===== config.mk =====
export PLATFORM = sky130hd
export DESIGN_NAME = shared_path_arbiter_flat
export DESIGN_NICKNAME = d
export VERILOG_FILES = /design/src/rtl/shared_path_arbiter_if.sv /design/src/rtl/shared_path_arbiter.sv /design/src/flat_wrapper.sv
export SDC_FILE = /design/constraint.sdc
export NUM_CORES = 1
export LEC_CHECK = 0
export ABC_AREA = 1
export CAP_MARGIN = 20
export CORE_AREA = 2 2 51 53
export DETAILED_ROUTE_END_ITERATION = 12
export DIE_AREA = 0 0 53 55
export MAX_ROUTING_LAYER = met4
export PLACE_DENSITY = 0.57
export SLEW_MARGIN = 0
export SYNTH_ARGS = -nofsm -noshare
export SYNTH_HDL_FRONTEND = slang
export SYNTH_SLANG_ARGS = --single-unit

===== constraint.sdc =====
create_clock -name clk -period 4.2 [get_ports clk]
set_clock_uncertainty 0.05 [all_clocks]
set_input_delay 0.63 -clock clk [delete_from_list [all_inputs] [get_ports clk]]
set_output_delay 0.63 -clock clk [all_outputs]
set_load 0.01 [all_outputs]

===== src/rtl/shared_path_arbiter_if.sv =====
// rtl/shared_path_arbiter_if.sv - request/grant bundle between two requesters and the shared-path arbiter
interface shared_path_arbiter_if;
    logic req_a;
    logic req_b;
    logic done_a;
    logic done_b;
    logic gnt_a;
    logic gnt_b;
    logic sel;
    logic busy;
    logic timeout;

    modport master (
        output req_a, req_b, done_a, done_b,
        input  gnt_a, gnt_b, sel, busy, timeout
    );

    modport slave (
        input  req_a, req_b, done_a, done_b,
        output gnt_a, gnt_b, sel, busy, timeout
    );
endinterface


===== src/rtl/shared_path_arbiter.sv =====
// rtl/shared_path_arbiter.sv - two-requester round-robin arbiter with hold limit for a shared 2:1 path
module shared_path_arbiter #(
    parameter int   HOLD_MAX = 15,
    parameter logic IDLE_SEL = 1'b0
) (
    input  logic                 clk,
    input  logic                 rst,
    shared_path_arbiter_if.slave bus
);

    typedef enum logic [1:0] {
        IDLE    = 2'd0,
        GRANT_A = 2'd1,
        GRANT_B = 2'd2,
        GAP     = 2'd3
    } state_t;

    // Last cycle of a grant is the one whose counter value reaches HOLD_MAX-1.
    localparam logic [7:0] HOLD_LAST = 8'(HOLD_MAX - 1);

    state_t     state_q, state_d;
    logic [7:0] hold_cnt_q, hold_cnt_d;
    logic       last_b_q, last_b_d;
    logic       gnt_a_q, gnt_a_d;
    logic       gnt_b_q, gnt_b_d;
    logic       sel_q, sel_d;
    logic       busy_q, busy_d;
    logic       timeout_q, timeout_d;

    logic       hold_limit;
    logic       release_a;
    logic       release_b;

    assign hold_limit = (hold_cnt_q == HOLD_LAST);
    assign release_a  = bus.done_a || !bus.req_a;
    assign release_b  = bus.done_b || !bus.req_b;

    // Next-state and registered-output computation; outputs are decoded from the next state.
    always_comb begin
        state_d    = state_q;
        hold_cnt_d = hold_cnt_q;
        last_b_d   = last_b_q;
        sel_d      = sel_q;
        gnt_a_d    = 1'b0;
        gnt_b_d    = 1'b0;
        timeout_d  = 1'b0;

        case (state_q)
            IDLE: begin
                // A wins when alone, or on a tie when B was served last.
                if (bus.req_a && (!bus.req_b || last_b_q)) begin
                    state_d    = GRANT_A;
                    gnt_a_d    = 1'b1;
                    sel_d      = 1'b1;
                    last_b_d   = 1'b0;
                    hold_cnt_d = 8'd0;
                end else if (bus.req_b) begin
                    state_d    = GRANT_B;
                    gnt_b_d    = 1'b1;
                    sel_d      = 1'b0;
                    last_b_d   = 1'b1;
                    hold_cnt_d = 8'd0;
                end
            end
            GRANT_A: begin
                hold_cnt_d = hold_cnt_q + 8'd1;
                if (release_a || hold_limit) begin
                    state_d   = GAP;
                    timeout_d = hold_limit && !release_a;
                end else begin
                    gnt_a_d = 1'b1;
                end
            end
            GRANT_B: begin
                hold_cnt_d = hold_cnt_q + 8'd1;
                if (release_b || hold_limit) begin
                    state_d   = GAP;
                    timeout_d = hold_limit && !release_b;
                end else begin
                    gnt_b_d = 1'b1;
                end
            end
            GAP: begin
                state_d = IDLE;
            end
            default: begin
                state_d = IDLE;
            end
        endcase

        busy_d = (state_d != IDLE);
    end

    // State and output registers; reset drops any grant immediately without a GAP.
    always_ff @(posedge clk) begin
        if (rst) begin
            state_q    <= IDLE;
            hold_cnt_q <= 8'd0;
            last_b_q   <= 1'b1;
            gnt_a_q    <= 1'b0;
            gnt_b_q    <= 1'b0;
            sel_q      <= IDLE_SEL;
            busy_q     <= 1'b0;
            timeout_q  <= 1'b0;
        end else begin
            state_q    <= state_d;
            hold_cnt_q <= hold_cnt_d;
            last_b_q   <= last_b_d;
            gnt_a_q    <= gnt_a_d;
            gnt_b_q    <= gnt_b_d;
            sel_q      <= sel_d;
            busy_q     <= busy_d;
            timeout_q  <= timeout_d;
        end
    end

    assign bus.gnt_a   = gnt_a_q;
    assign bus.gnt_b   = gnt_b_q;
    assign bus.sel     = sel_q;
    assign bus.busy    = busy_q;
    assign bus.timeout = timeout_q;

endmodule


===== src/flat_wrapper.sv =====
// flat-port wrapper written by rule: the top's interface ports become plain ports
module shared_path_arbiter_flat 
#(
    parameter int   HOLD_MAX = 15,
    parameter logic IDLE_SEL = 1'b0
)
  (clk, rst, bus_req_a, bus_req_b, bus_done_a, bus_done_b, bus_gnt_a, bus_gnt_b, bus_sel, bus_busy, bus_timeout);
  shared_path_arbiter_if bus_i ();
  input  logic clk;
  input  logic rst;
  input wire logic [$bits(bus_i.req_a)-1:0] bus_req_a;
  input wire logic [$bits(bus_i.req_b)-1:0] bus_req_b;
  input wire logic [$bits(bus_i.done_a)-1:0] bus_done_a;
  input wire logic [$bits(bus_i.done_b)-1:0] bus_done_b;
  output wire logic [$bits(bus_i.gnt_a)-1:0] bus_gnt_a;
  output wire logic [$bits(bus_i.gnt_b)-1:0] bus_gnt_b;
  output wire logic [$bits(bus_i.sel)-1:0] bus_sel;
  output wire logic [$bits(bus_i.busy)-1:0] bus_busy;
  output wire logic [$bits(bus_i.timeout)-1:0] bus_timeout;
  assign bus_i.req_a = bus_req_a;
  assign bus_i.req_b = bus_req_b;
  assign bus_i.done_a = bus_done_a;
  assign bus_i.done_b = bus_done_b;
  assign bus_gnt_a = bus_i.gnt_a;
  assign bus_gnt_b = bus_i.gnt_b;
  assign bus_sel = bus_i.sel;
  assign bus_busy = bus_i.busy;
  assign bus_timeout = bus_i.timeout;
  shared_path_arbiter #(.HOLD_MAX(HOLD_MAX), .IDLE_SEL(IDLE_SEL)) u_core (.clk(clk), .rst(rst), .bus(bus_i));
endmodule

==> metrics, run 1 <==
status complete, no violations; CTS clock-pin slew for the worst setup and hold paths 0.10 ns; nets 148; post-synthesis sequential area ratio 35.5%; Unique masters post-synth 28; Final period util 44.2%; P_leak 0.477 nW; CTS Buffer Depth 2; die area 2920 um2; Worst VDD drop 0.217 mV; Chip Height 55 um; relative max-transition margin 82.9%; most frequent cell after synthesis nand2_1; I/O pin count 11; total gr overflow 0; Final min period 1.85 ns; asr flop ratio synth 0%; Rows 18; Worst-Skew Late Latency 0.29 ns; final core utilization 45.6%; startpoint types flip-flop; Tot Pwr 0.433 mW; Worst Path Max Fanout 2; mapped cell area 903 um2; Worst-Margin Slew 0.255 ns; setup TNS 0 ns; Initial Util 38.2%; vias in the first global route 679; Worst Setup SP u_core.bus.sel; Final ANT Viol Nets 0; Worst path slowest cell clkdlybuf4s50_1; cell chain of the critical path clkdlybuf4s50_1; pwr dens 402 nW/um2; min-delay worst type flip-flop to flip-flop; first-pass GRT wire length 2.83 mm; core area 2360 um2; WS Path Type flip-flop to output pin; Top delay family on crit path buffers and inverters; EDFF count, synth 0; register bit count reported by yosys 16; max cap viols 0; area share of the largest cell type after synthesis 35.5%; total wire length 1.64 mm; Layout area overhead 19.3%; r2r setup slk 2.69 ns; Synth Area per Inst 7.47 um2; leading area contributor after synthesis dfxtp_1; Avg Vias per Cell 4.55; syn nets 133; number of port buffers 10; share of layout cells above drive strength 1 12.6%; initial antenna violation count 0; routed len/inst 9.93 um; YS warnings 0; cells after synthesis 121; hold buffers post-CTS 0; Post-route DRC 0; Die Wd 53 um; clk sinks 16; largest net degree at the start of global routing 10; hold_sp u_core.bus.sel; first drt pass iteration count 4; crit end category output pin; CTS Buf Count 3; overall global routing resource usage 13.9%; top_reg_cell synth dfxtp_1; Final Non-Filler Cells 165; worst path bufs/invs 1; setup violators final 0; R2R Path Start u_core.state_q[0]; Vias 750; drt initial violations 15; CTS resizes 0; Synth area leaders dfxtp_1, nand2_1, inv_1; Max Transition Viols Final 0; CTS tree done; WP data required 3.52 ns; Placed Cells 161; postcts setup bufs 0; RSZ-0062 raised after global routing no; ant diodes 0; CTS root buffer clkbuf_4; H-tree depth 1; Crit path largest cell delay 0.53 ns; critical path arrival 1.17 ns; Commonest cells post-synth nand2_1, inv_1, dfxtp_1, a21oi_1, nand3_1; final hold violations 0; GPL Wtd Cong 0.793; fmax 539 MHz; dpl hpwl 1.29 mm
metal layers:
layer | share of wire, % | track usage [%] | wire length [um] | vias to the layer above
li1 | - | - | - | 416
met1 | 53 | 18.0 | 871 | 320
met2 | 41 | 19.8 | 670 | 9
met3 | 2.9 | 2.42 | 47 | 5
met4 | 3.0 | 8.97 | 49 | 0
met5 | 0 | - | 0 | -
report_power, final:
group	switching, mW	total, mW	leakage, nW	internal (mW)
registers	0.0120	0.185	0.131	0.173
logic	0.0841	0.141	0.326	0.0573
clock network	0.0538	0.107	0.0210	0.0529
cell type report:
type                            count  area [um2]
Fill cell                         241        1290
Multi-Input combinational cell     81         492
Sequential cell                    16         320
Timing Repair Buffer               10         100
Inverter                           24        91.3
Tap cell                           30        37.5
Clock buffer                        4        36.3
worst paths after layout:
check,to,cells after the start
setup / recovery,bus_sel,1
hold / removal,u_core.bus.sel,2
hold reg to reg,u_core.bus.sel,2
setup reg to reg,u_core.hold_cnt_q[4],8
worst register-to-register path, stage by stage (launching register included):
cell and delay [ns]:
dfxtp_1 0.39, inv_1 0.09, ha_1 0.25, nand3_2 0.11, nand2_4 0.08, nor3_2 0.14
nand2_1 0.08, o21ai_0 0.15, a21oi_1 0.05
per-stage QoR:
step	hold WS, ns	instance area [um2]	worst slack (ns)
6_report	0.429	1080	2.35
5_1_grt	0.464	1080	2.29
4_1_cts	0.434	1080	2.33
3_5_place_dp	0.419	1040	2.12
3_3_place_gp	0.409	1040	2.13
2_1_floorplan	0.402	903	2.79
cells in the final DEF, fill, tap and decap left out, types with 2 or more instances in the layout:
cell type,instances
nor2_1,6
nand3_2,2
nand2_1,28
nand3_1,7
ha_1,6
o21ai_0,5
clkdlybuf4s50_1,10
dfxtp_1,16
nand4_1,4
clkbuf_4,3
a21oi_1,7
inv_1,22
registers in the layout (all words and copies together) (netlist names):
name and flops:
u_core.bus.gnt_a 1, u_core.bus.sel 1, u_core.bus.gnt_b 1, u_core.hold_cnt_q 8, u_core.last_b_q 1, u_core.bus.busy 1, u_core.state_q 2, u_core.bus.timeout 1
kinds of logic (layout without fill, tap and decap cells):
logic type | after synthesis | count (layout) | share of synthesized area (%)
AND/OR/NAND/NOR | 56 | 56 | 33.2
AO/OA/AOI/OAI | 18 | 18 | 11.9
adder cells (fa/ha/maj) | 6 | 6 | 8.31
buffers and inverters | 24 | 38 | 10.1
XOR/XNOR | 1 | 1 | 0.970
flip-flops | 16 | 16 | 35.5
No activity file was read; power rests on OpenSTA's default activity.
==> inputs of run 2 (changes only) <==
- PLACE_DENSITY: 0.57 -> 0.59
- clock period: 4.2 -> 1.64 ns (I/O delays scaled with it)
==> run 2 against run 1 <==
Critical path depth rose by 7. Setup slack worse by 2.2 ns. Non-clock buffer count up 4. Via count is 8.0% higher. Register-to-register slack got worse by 2.6 ns. Sequential cell count stayed put. Final cell count up 1.8%. Total power is 150% higher. First-iteration DRC count grew 20%. Highest routed layer unchanged.
==> metrics, run 2 (same netlist as run 1, synthesis figures left out) <==
Initial Util 38.2% (unchanged); startpoint types flip-flop; Final ANT Viol Nets 0 (unchanged); clk sinks 16 (unchanged); max FFs per register 8 (unchanged); I/O pin count 11 (unchanged); Filler cells 245 (+1.7%); total wire length 1.85 mm (+13%); drt initial violations 18 (+3); Tot Pwr 1.07 mW (+150%); GPL Wtd Cong 0.838 (+5.7%); CTS clock-pin slew for the worst setup and hold paths 0.09 ns (about the same); Worst-Skew Late Latency 0.29 ns (about the same); fmax 665 MHz; Chip Height 55 um (unchanged); H-tree depth 1 (unchanged); Final min period 1.50 ns; setup violators final 0 (unchanged); critical path arrival 1.67 ns (+0.50 ns); CTS Buf Count 3 (unchanged); routed len/inst 11.0 um (+11%); nets 152 (+2.7%); ant diodes 0 (unchanged); Max Transition Viols Final 0 (unchanged); pwr dens 977 nW/um2 (+140%); most frequent cells in the layout nand2_1, inv_1, dfxtp_1, clkdlybuf4s50_1; setup TNS 0 ns (unchanged); most common cell after layout, fill and taps aside nand2_1; first drt pass iteration count 4 (unchanged); share of layout cells above drive strength 1 15.9% (+3.3 points); final hold violations 0 (unchanged); Final Non-Filler Cells 168 (+1.8%); crit end category flip-flop; die area 2920 um2 (unchanged); final instance area 1100 um2 (+1.7%); vias in the first global route 698 (+2.8%); CTS tree done; Vias 810 (+8.0%); max cap viols 0 (unchanged); RSZ-0062 raised after global routing no; min-delay worst type flip-flop to flip-flop; core area 2360 um2 (unchanged); total gr overflow 0 (unchanged); WP data required 1.81 ns (-1.71 ns); CTS Buffer Depth 2 (unchanged); Worst Path Max Fanout 5 (+3); CTS root buffer clkbuf_4; Rows 18 (unchanged); Area after DPL 1070 um2 (+2.9%); Post-route DRC 0 (unchanged); first-pass GRT wire length 2.96 mm (+4.6%); initial antenna violation count 0 (unchanged); largest net degree at the start of global routing 9 (-1); status complete, no violations; Layout area overhead 21.3%; WS Path Type flip-flop to flip-flop; Top reg by flops u_core.hold_cnt_q; relative max-transition margin 81.7% (-1.2 points); Die Wd 53 um (unchanged); dpl hpwl 1.48 mm (+15%); Worst-Margin Slew 0.274 ns (+0.0184 ns); Regs by FF count u_core.hold_cnt_q x8, u_core.state_q x2; Final period util 91.7%; P_leak 0.491 nW (+2.8%); overall global routing resource usage 14.8% (+0.96 points); Placed Cells 165 (+2.5%); Worst VDD drop 0.683 mV (+210%); number of port buffers 10 (unchanged); Avg Vias per Cell 4.82 (+6.1%); hold buffers post-CTS 0 (unchanged)
==> run 2: cell count changes in the layout (fill, tap and decap cells not counted), sizes merged <==
cell	previous run	this run
clkbuf	4	3
buf	0	4
==> run 2: what timing repair did <==
action | in CTS | in global routing
setup endpoints to repair | 0 | 2
buffers inserted | 0 | 0
resized for setup | 0 | 3
==> run 2: power by group <==
group / switching, mW / leakage (nW) / internal (mW)
logic: 0.227 / 0.346 / 0.158
registers: 0.0311 / 0.131 / 0.446
clock network: 0.124 / 0.0138 / 0.0855
==> run 2: worst max-delay path, cell delays in order, from the launching register on <==
cell     delay [ns]
dfxtp_2        0.35
inv_1          0.11
ha_1           0.25
nand3_2        0.12
nand2_4        0.10
nand2_1        0.09
nand2_1        0.10
inv_1          0.08
nor3b_1        0.18
==> run 2: final timing paths <==
path	start	end	slack (ns)	depth (start not counted)
max reg2reg	u_core.state_q[1]	u_core.hold_cnt_q[2]	0.14	8
min reg2reg	u_core.bus.sel	u_core.bus.sel	0.44	2
max	u_core.state_q[1]	u_core.hold_cnt_q[2]	0.14	8
min	u_core.bus.sel	u_core.bus.sel	0.44	2
==> run 2: layer usage <==
layer / wire length (um) / GRT usage, % / vias up
li1: - / - / 426
met1: 875 / 18.6 / 370
met2: 895 / 22.5 / 12
met3: 70 / 5.65 / 2
met4: 10 / 3.85 / 0
met5: 0 / - / -
==> run 2: area by class of cell <==
cell class | count | area (um2) | share of cell area, %
Timing Repair Buffer | 14 | 130 | 11.9
Multi-Input combinational cell | 81 | 492 | 44.9
Clock buffer | 3 | 22.5 | 2.05
Sequential cell | 16 | 323 | 29.5
Inverter | 24 | 91.3 | 8.33
Tap cell | 30 | 37.5 | 3.42
==> run 2: through the flow <==
| step | setup slack, ns | utilization (%) | hold slack, ns |
|---|---|---|---|
| final | 0.136 | 46.3 | 0.439 |
| after CTS | 0.0932 | 46.2 | 0.436 |
| after floorplan | 0.275 | - | 0.265 |
| after detailed placement | 0.0383 | 45.3 | 0.422 |
| after global placement | 0.0623 | 45.3 | 0.416 |
| after global routing | 0.00809 | 46.3 | 0.465 |
